--- src/rtl/tl_pkg.sv ---
// tl_pkg: shared FSM states, default sizes and clog2 helper for the transfer-layer router
package tl_pkg;
  typedef enum logic [1:0] {ST_CFG, ST_INIT, ST_ACTIVE} state_t;
  localparam int DEF_DW    = 12;
  localparam int DEF_NCH   = 4;
  localparam int DEF_DEPTH = 8;
  function automatic int clog2(input int v);
    int r;
    r = 0;
    while ((1 << r) < v) r++;
    return r;
  endfunction
endpackage

--- src/rtl/fifo_sync.sv ---
// fifo_sync: synchronous FIFO with registered pop data, combinational head peek and occupancy
module fifo_sync
  import tl_pkg::*;
#(
  parameter  int DW    = DEF_DW,
  parameter  int DEPTH = DEF_DEPTH,
  localparam int AW    = clog2(DEPTH)
) (
  input  logic          clk,
  input  logic          reset,
  input  logic          push_i,
  input  logic [DW-1:0] din_i,
  input  logic          pop_i,
  output logic [DW-1:0] dout_o,
  output logic [DW-1:0] peek_o,
  output logic          full_o,
  output logic          empty_o,
  output logic [AW:0]   occ_o
);
  logic [DW-1:0] mem_q [DEPTH];
  logic [DW-1:0] dout_q;
  logic [AW-1:0] wp_q, rp_q;
  logic [AW:0]   occ_q;
  logic          wr, rd;
  assign full_o  = occ_q == (AW+1)'(DEPTH);
  assign empty_o = occ_q == '0;
  assign occ_o   = occ_q;
  assign peek_o  = mem_q[rp_q];
  assign dout_o  = dout_q;
  assign wr      = push_i && !full_o;
  assign rd      = pop_i && !empty_o;
  // storage, pointers, occupancy and the registered read port; push on full and pop on empty are ignored
  always_ff @(posedge clk or posedge reset)
    if (reset) begin
      for (int i = 0; i < DEPTH; i++) mem_q[i] <= '0;
      wp_q   <= '0;
      rp_q   <= '0;
      occ_q  <= '0;
      dout_q <= '0;
    end else begin
      if (wr) mem_q[wp_q] <= din_i;
      if (rd) dout_q <= mem_q[rp_q];
      wp_q  <= wp_q + AW'(wr);
      rp_q  <= rp_q + AW'(rd);
      occ_q <= occ_q + (AW+1)'(wr) - (AW+1)'(rd);
    end
endmodule

--- src/rtl/tl_router_nch.sv ---
// tl_router_nch: input FIFO demultiplexed by destination field into NCH threshold-flagged output FIFOs; TL_ERR_FLAGS_EN adds sticky errFlags
module tl_router_nch
  import tl_pkg::*;
#(
  parameter  int DW    = DEF_DW,
  parameter  int NCH   = DEF_NCH,
  parameter  int DEPTH = DEF_DEPTH,
  parameter  int CNT_W = 5,
  localparam int AW    = clog2(DEPTH),
  localparam int DSTW  = clog2(NCH)
) (
  input  logic              clk,
  input  logic              reset,
  input  logic              init,
  input  logic [AW:0]       umbral_bajo,
  input  logic [AW:0]       umbral_alto,
  input  logic              pushIn,
  input  logic [DW-1:0]     dataIn,
  output logic              inFull,
  input  logic [NCH-1:0]    popOut,
  output logic [NCH*DW-1:0] dataOut,
  output logic [NCH-1:0]    outEmpty,
  output logic [NCH-1:0]    almostEmpty,
  output logic [NCH-1:0]    almostFull,
  output logic              active,
  input  logic              req,
  input  logic [DSTW:0]     idx,
  output logic              counterValid,
  output logic [CNT_W-1:0]  counterOut
`ifdef TL_ERR_FLAGS_EN
  ,
  output logic [NCH:0]      errFlags
`endif
);
  state_t           state_q, state_d;
  logic [AW:0]      lo_q, hi_q;
  logic [CNT_W-1:0] cnt_q [NCH];
  logic             cv_q;
  logic [CNT_W-1:0] co_q;
  logic             in_empty, xfer;
  logic [DW-1:0]    head, unused_in_dout;
  logic [AW:0]      unused_in_occ;
  logic [DSTW-1:0]  dst;
  logic [NCH-1:0]   out_full, vpop;
  logic [AW:0]      occ [NCH];
  logic [DW-1:0]    unused_peek [NCH];

  fifo_sync #(.DW(DW), .DEPTH(DEPTH)) u_in (
    .clk(clk), .reset(reset), .push_i(pushIn), .din_i(dataIn), .pop_i(xfer),
    .dout_o(unused_in_dout), .peek_o(head), .full_o(inFull), .empty_o(in_empty), .occ_o(unused_in_occ)
  );

  assign dst    = head[DW-1 -: DSTW];
  assign xfer   = state_q == ST_ACTIVE && !in_empty && !almostFull[dst] && !out_full[dst];
  assign active = state_q == ST_ACTIVE;
  assign vpop   = popOut & ~outEmpty;

  genvar k;
  generate
    for (k = 0; k < NCH; k++) begin : g_ch
      fifo_sync #(.DW(DW), .DEPTH(DEPTH)) u_out (
        .clk(clk), .reset(reset), .push_i(xfer && dst == DSTW'(k)), .din_i(head), .pop_i(popOut[k]),
        .dout_o(dataOut[k*DW +: DW]), .peek_o(unused_peek[k]), .full_o(out_full[k]), .empty_o(outEmpty[k]), .occ_o(occ[k])
      );
      assign almostEmpty[k] = occ[k] <= lo_q;
      assign almostFull[k]  = occ[k] >= hi_q;
    end
  endgenerate

  // next state: CFG and ACTIVE enter INIT on init, INIT always falls through to ACTIVE
  always_comb state_d = state_q == ST_INIT ? ST_ACTIVE : init ? ST_INIT : state_q;

  // state register; thresholds are captured on the init that starts an INIT cycle
  always_ff @(posedge clk or posedge reset)
    if (reset) begin
      state_q <= ST_CFG;
      lo_q    <= '0;
      hi_q    <= '0;
    end else begin
      state_q <= state_d;
      if (init && state_q != ST_INIT) begin
        lo_q <= umbral_bajo;
        hi_q <= umbral_alto;
      end
    end

  // delivered-word counters, wrapping, cleared during the INIT cycle
  always_ff @(posedge clk or posedge reset)
    if (reset) for (int i = 0; i < NCH; i++) cnt_q[i] <= '0;
    else for (int i = 0; i < NCH; i++) cnt_q[i] <= state_q == ST_INIT ? '0 : cnt_q[i] + CNT_W'(vpop[i]);

  // counter read port: one-cycle strobe, pre-increment value, out-of-range index reads zero
  always_ff @(posedge clk or posedge reset)
    if (reset) begin
      cv_q <= 1'b0;
      co_q <= '0;
    end else begin
      cv_q <= req;
      if (req) co_q <= idx[DSTW] ? '0 : cnt_q[idx[DSTW-1:0]];
    end

  assign counterValid = cv_q;
  assign counterOut   = co_q;

`ifdef TL_ERR_FLAGS_EN
  logic [NCH:0] err_q;
  // sticky input-overflow (top bit) and per-channel pop-on-empty flags, cleared by init
  always_ff @(posedge clk or posedge reset)
    if (reset) err_q <= '0;
    else err_q <= init ? '0 : err_q | {pushIn && inFull, popOut & outEmpty};
  assign errFlags = err_q;
`endif
endmodule

--- config.mk ---
export PLATFORM = sky130hd
export DESIGN_NAME = tl_router_nch
export DESIGN_NICKNAME = d
export VERILOG_FILES = /design/src/rtl/tl_pkg.sv /design/src/rtl/fifo_sync.sv /design/src/rtl/tl_router_nch.sv
export SDC_FILE = /design/constraint.sdc
export NUM_CORES = 1
export LEC_CHECK = 0
export BUFFER_PORTS_ARGS = -buffer_cell sky130_fd_sc_hd__buf_2
export CAP_MARGIN = 20
export CELL_PAD_IN_SITES_DETAIL_PLACEMENT = 1
export CELL_PAD_IN_SITES_GLOBAL_PLACEMENT = 2
export CORE_MARGIN = 3
export CORE_UTILIZATION = 39
export DETAILED_ROUTE_END_ITERATION = 7
export PLACE_DENSITY = 0.7
export SETUP_SLACK_MARGIN = 0.4
export SLEW_MARGIN = 20
export SYNTH_ARGS = -nofsm -noshare
export SYNTH_HDL_FRONTEND = slang
export SYNTH_HIERARCHICAL = 1
export SYNTH_SLANG_ARGS = --single-unit
--- constraint.sdc ---
create_clock -name clk -period 10.6 [get_ports clk]
set_input_delay 0.53 -clock clk [delete_from_list [all_inputs] [get_ports clk]]
set_output_delay 0.53 -clock clk [all_outputs]
set_load 0.02 [all_outputs]
==> results of run 1 <==
==> critical path, delay by kind of cell, from the launching register on <==
family / cells / cell delay, ns
flops: 1 / 0.34
buf+inv: 2 / 0.80
compound gates: 4 / 1.00
simple gates: 4 / 1.71
mux: 2 / 0.72
==> where the power goes <==
group          switching [W]  internal [W]
registers           0.000551       0.00315
clock network       0.000961       0.00142
logic                0.00269       0.00193
==> layout make-up <==
cell class	instances	area (um^2)	share of cell area (%)
repair buffers	127	818	2.47
inverters	71	279	0.841
flip-flops and latches	614	15400	46.4
clock buffers	107	2080	6.28
well taps	969	1210	3.66
diodes	1	2.50	0.00755
multi-input cells	1299	13200	39.9
clock inverters	12	169	0.509
==> state kept, by name, indices dropped and copies added, names as in the netlist, 5 cells and up <==
name	cells
g_ch.u_out/mem_q	384
g_ch.u_out/wp_q	12
g_ch.u_out/dout_o	48
counterOut	5
g_ch.u_out/occ_o	16
cnt_q	20
u_in/mem_q	96
g_ch.u_out/rp_q	12
==> metal layers <==
| layer | GRT usage [%] | vias to the layer above | part of all wire, % | routed length [um] |
|---|---|---|---|---|
| li1 | - | 7843 | - | - |
| met1 | 26.5 | 9188 | 47 | 34700 |
| met2 | 31.1 | 227 | 47 | 34900 |
| met3 | 3.20 | 93 | 4.0 | 2990 |
| met4 | 5.28 | 0 | 1.9 | 1430 |
| met5 | 0 | - | 0 | 0 |
==> final timing paths <==
path | cells past startpoint | slack (ns) | endpoint
max in group asynchronous | 3 | 8.99 | g_ch[0].u_out/rp_q[0]
worst min register to register | 1 | 0.50 | g_ch[2].u_out/mem_q[4]
min in group clk | 2 | 0.13 | state_q[1]
worst max-delay path | 12 | 5.86 | g_ch[0].u_out/mem_q[93]
worst max register to register | 12 | 5.86 | g_ch[0].u_out/mem_q[93]
worst min-delay path | 2 | 0.07 | hi_q[1]
==> through the flow <==
stage          util [%]  power [W]  setup slack [ns]  std cells
2_1_floorplan         -    0.00659              5.91       2100
3_3_place_gp       41.2    0.00804              5.82       3074
3_5_place_dp       41.2    0.00826              5.59       3074
4_1_cts            44.2     0.0107              5.56       3193
5_1_grt            44.4     0.0114              5.53       3200
6_report           44.4     0.0107              5.86       3200
==> impl_metrics.yaml, run 1 <==
status:
  run_status: "complete, no violations"
clocking:
  htree_levels: 3
  clock_tree_from_tritoncts: "yes"
  clkSinkCount: 614
  post_cts.resized_instances: 0
  root_buffer: "sky130_fd_sc_hd__clkbuf_16"
  clk-insertion-delay-late_ns: 0.61
  cts_hold_buf: 0
  cts.reportedPaths.clkPinSlew_ns: 0.06
  tritoncts.num_buffers: 70
  post-cts-setup-buffers: 0
  max-clock-path-buffers: 3
sta:
  fmax_mhz: 211
  fin_crit_sh_pct: 44.7
  drv_slew: 0
  timing.max_slew.rel_slack_pct: 26.3
  report.final.hold_viol_count: 0
  final-setup-viol-count: 0
  rsz_0062_raised_after_global_routing: "false"
  final_period_minus_worst_setup_slack_ns: 4.74
  final.setup_skew_ns: 0.0283
  holdWs_ns: 0.0710
  worst_slew_pin_slew_ns: 1.10
  finalSetupTns_ns: 0
critical_path:
  critPathArrivalTime_ns: 5.20
  critPathKind: "flop to flop"
  timing.critical_path.cells: "buf_4, mux2i_1, a22o_1, nor2_4, nor2b_1, a221o_1, a21oi_2, a21bo_1, nor3_1, buf_4, nand4b_1, mux2_2"
  timing.critical_path.required_ns: 11.06
  crit_path_start: "u_in/rp_q[0]"
  setup.worst_path.start_class: "flop"
  timing.critical_path.mode_cell: "sky130_fd_sc_hd__buf_4"
  critPathMaxFanout: 50
  critical-path-max-stage-delay_ns: 0.77
  cpMaxStageDelayCell: "sky130_fd_sc_hd__nor2_4"
  regToRegStartpoint: "u_in/rp_q[0]"
  critPathCaptureType: "flop"
placement:
  placement.cell_area_mm2: 0.0307
  post-dp-hpwl_um: 47200
  io_buffer_count: 99
  routability_driven_placement_congestion_ratio: 0.751
synth:
  synthesis.area_per_instance_um2: 14.0
  ys_warn_count: 6
  syn-instance-count: 2100
  postSynthNetCount: 2225
  synthesis.area_mm2: 0.0295
floorplan:
  io_pins: 100
  area_inside_the_core_boundary_mm2: 0.0747
  rows: 100
  initial_utilization_pct: 39.5
  die_y_um: 281
  die_w_um: 281
  die_outline_area_mm2: 0.0790
global_route:
  track_usage_pct: 19.1
  pin_count_of_the_biggest_net_entering_global_routing: 82
  antenna_violations_before_repair: 2
  grt_first_pass_wirelength_um: 117000
  grt_remaining_overflow: 0
  first_global_vias: 19500
finish:
  area_delta_synth_final_pct: 12.4
  n_fill_cell: 7471
  post-route-cell-area_mm2: 0.0332
  most-common-layout-cells: "609 x sky130_fd_sc_hd__dfrtp_1, 469 x sky130_fd_sc_hd__mux2_2, 141 x sky130_fd_sc_hd__mux2_4"
  final_common_cell: "sky130_fd_sc_hd__dfrtp_1"
  drive_above_1_share_pct: 39.6
  number_of_nets_in_the_layout: 2308
drt:
  detailedRoute.firstPassIterationCount: 4
  postRouteAntennaNets: 0
  dr.first_iter.drc_count: 942
  vias_per_cell: 5.42
  route.final.wire_length_um: 74000
  routed_wire_length_per_instance_um: 23.1
  route.vias.total: 17400
  post-route-drc-count: 0
pwr:
  power_per_cell_area_mw_per_mm2: 323
  p_leak_nw: 16.1
  power.ir.vdd_worst_uv: 187
job:
  max_cap_violations: 0
min_path:
  hold_path_class: "input port to asynchronous set/reset pin"
Power figures use the tool's default switching activity.
==> inputs of run 2 (changes only) <==
PLACE_DENSITY = 0.72   (was 0.7)
clock period = 4.1 ns   (was 10.6 ns; I/O delays follow)
==> run 2 against run 1 <==
Total power grew to 2.6 times the previous value. Clock skew is 0.0019 ns lower. Largest power group unchanged. Sequential power grew to 2.6 times the previous value. Count of clock-buffer cells in the layout is 2 lower. First-iteration DRC count is 16% lower. Via count is 2.3% higher.
==> impl_metrics.yaml, run 2 (synthesis results as in run 1) <==
critical_path:
  critPathArrivalTime_ns: 4.07
  setup.worst_path.start_class: "flop"
  critPathKind: "flop to flop"
  timing.critical_path.required_ns: 4.56
  critPathMaxFanout: 12
  critPathCaptureType: "flop"
finish:
  drive_above_1_share_pct: 41.3
  final_common_cell: "sky130_fd_sc_hd__dfrtp_1"
  area_delta_synth_final_pct: 14.5
  antenna-diode-count: 0
  number_of_nets_in_the_layout: 2378
  flip_flop_count_of_the_largest_register_after_layout: 384
  post-route-cell-area_mm2: 0.0338
  largest_register: "g_ch.u_out/mem_q"
  most-common-layout-cells: "609 x sky130_fd_sc_hd__dfrtp_1, 469 x sky130_fd_sc_hd__mux2_2, 141 x sky130_fd_sc_hd__mux2_4"
sta:
  fin_crit_sh_pct: 88.0
  timing.max_slew.rel_slack_pct: 26.7
  final-setup-viol-count: 0
  report.final.hold_viol_count: 0
  final_period_minus_worst_setup_slack_ns: 3.61
  drv_slew: 0
  final.setup_skew_ns: 0.0265
  fmax_mhz: 277
  worst_slew_pin_slew_ns: 1.10
  rsz_0062_raised_after_global_routing: "false"
  finalSetupTns_ns: 0
placement:
  post-dp-hpwl_um: 49800
  routability_driven_placement_congestion_ratio: 0.792
  placement.cell_area_mm2: 0.0311
  io_buffer_count: 99
drt:
  vias_per_cell: 5.43
  route.final.wire_length_um: 76600
  postRouteAntennaNets: 0
  dr.first_iter.drc_count: 790
  post-route-drc-count: 0
  route.vias.total: 17800
  routed_wire_length_per_instance_um: 23.4
  detailedRoute.firstPassIterationCount: 4
floorplan:
  die_outline_area_mm2: 0.0790
  die_y_um: 281
  area_inside_the_core_boundary_mm2: 0.0747
  die_w_um: 281
  initial_utilization_pct: 39.5
  rows: 100
  io_pins: 100
global_route:
  grt_first_pass_wirelength_um: 120000
  first_global_vias: 19900
  track_usage_pct: 19.7
  grt_remaining_overflow: 0
  pin_count_of_the_biggest_net_entering_global_routing: 84
  antenna_violations_before_repair: 2
pwr:
  clock_power_share_pct: 22.6
  power_per_cell_area_mw_per_mm2: 825
  p_leak_nw: 16.4
  power_switching_share_pct: 39.3
  share_comb_of_total_power_pct: 42.3
  seq_pwr_share_pct: 35.1
  total_switching_power_w: 0.0110
  cell_internal_pwr_w: 0.0169
  power.ir.vdd_worst_uv: 429
clocking:
  clk-insertion-delay-late_ns: 0.60
  tritoncts.num_buffers: 71
  max-clock-path-buffers: 3
  root_buffer: "sky130_fd_sc_hd__clkbuf_16"
  cts.reportedPaths.clkPinSlew_ns: 0.06
  clkSinkCount: 614
  htree_levels: 3
  clock_tree_from_tritoncts: "yes"
status:
  run_status: "complete, no violations"
min_path:
  hold_path_class: "input port to flop"
job:
  max_cap_violations: 0
-- run 2: changes by cell type in the layout (fill, tap and decap cells not counted), sizes merged --
cell	delta
inv	+5
clkinvlp	+1
buf	+45
clkbuf	-2
dlygate4sd3	+24
diode	-1
clkinv	-2
-- run 2: final timing paths --
path | from | cells after the start | slack (ns) | to
min in group asynchronous | reset | 3 | 0.40 | hi_q[3]
min reg2reg | g_ch[0].u_out/mem_q[5] | 1 | 0.50 | g_ch[0].u_out/mem_q[5]
max | u_in/rp_q[0] | 13 | 0.49 | g_ch[0].u_out/mem_q[21]
max in group asynchronous | reset | 4 | 2.58 | g_ch[0].u_out/mem_q[20]
min | popOut[1] | 4 | 0.14 | g_ch[1].u_out/dout_o[3]
max reg2reg | u_in/rp_q[0] | 13 | 0.49 | g_ch[0].u_out/mem_q[21]
-- run 2: metrics by stage --
stage / hold slack [ns] / cells / total power (W) / utilization, % / setup slack [ns]
floorplan: 0.236 / 2100 / 0.0171 / - / 0.270
global placement: 0.346 / 3114 / 0.0209 / 41.6 / 0.383
detailed placement: 0.365 / 3114 / 0.0215 / 41.6 / 0.310
CTS: 0.101 / 3262 / 0.0281 / 45.1 / 0.420
global route: 0.143 / 3270 / 0.0297 / 45.2 / 0.398
finish: 0.139 / 3270 / 0.0279 / 45.2 / 0.494
-- run 2: power by group through the flow --
stage          logic [W]  clock network [W]  registers (W)
3_5_place_dp      0.0117                  0        0.00988
3_3_place_gp      0.0112                  0        0.00972
2_1_floorplan    0.00777                  0        0.00936
4_1_cts           0.0118            0.00650        0.00979
5_1_grt           0.0129            0.00676         0.0101
6_report          0.0118            0.00629        0.00978
-- run 2: final cells by class --
| cell class | count | area, um^2 |
|---|---|---|
| timing repair buffer | 196 | 1320 |
| clock inverter | 16 | 176 |
| inverter | 71 | 287 |
| multi-input combinational | 1299 | 13300 |
| sequential | 614 | 15400 |
| clock buffer | 105 | 2120 |
| tap | 969 | 1210 |
| fill | 7500 | 40900 |
-- run 2: repair_timing --
action | 4_1_cts | 5_1_grt
setup buffers | 3 | 7
resized for setup | 3 | 8
hold endpoints to repair | 201 | 0
pin swaps | 1 | 2
cloned | 0 | 0
setup endpoints to repair | 6 | 11
hold buffers | 24 | 0
-- run 2: critical path, stage by stage (launching register included) --
cell and delay (ns):
sky130_fd_sc_hd__dfrtp_4 0.48, sky130_fd_sc_hd__mux2_2 0.36, sky130_fd_sc_hd__o22ai_2 0.19, sky130_fd_sc_hd__nor2_4 0.08, sky130_fd_sc_hd__mux2_4 0.30, sky130_fd_sc_hd__a221o_1 0.34, sky130_fd_sc_hd__a21oi_2 0.10, sky130_fd_sc_hd__a21bo_1 0.22
sky130_fd_sc_hd__nor3_1 0.14, sky130_fd_sc_hd__buf_4 0.18, sky130_fd_sc_hd__buf_12 0.11, sky130_fd_sc_hd__buf_4 0.10, sky130_fd_sc_hd__and4b_4 0.47, sky130_fd_sc_hd__mux2_2 0.38
-- run 2: metal layers --
metal	up-vias	track usage, %	wire length, um
met1	9449	27.8	36500
met4	0	5.30	1540
met3	91	2.93	2750
met5	-	0	0
li1	7960	-	-
met2	256	31.6	35700
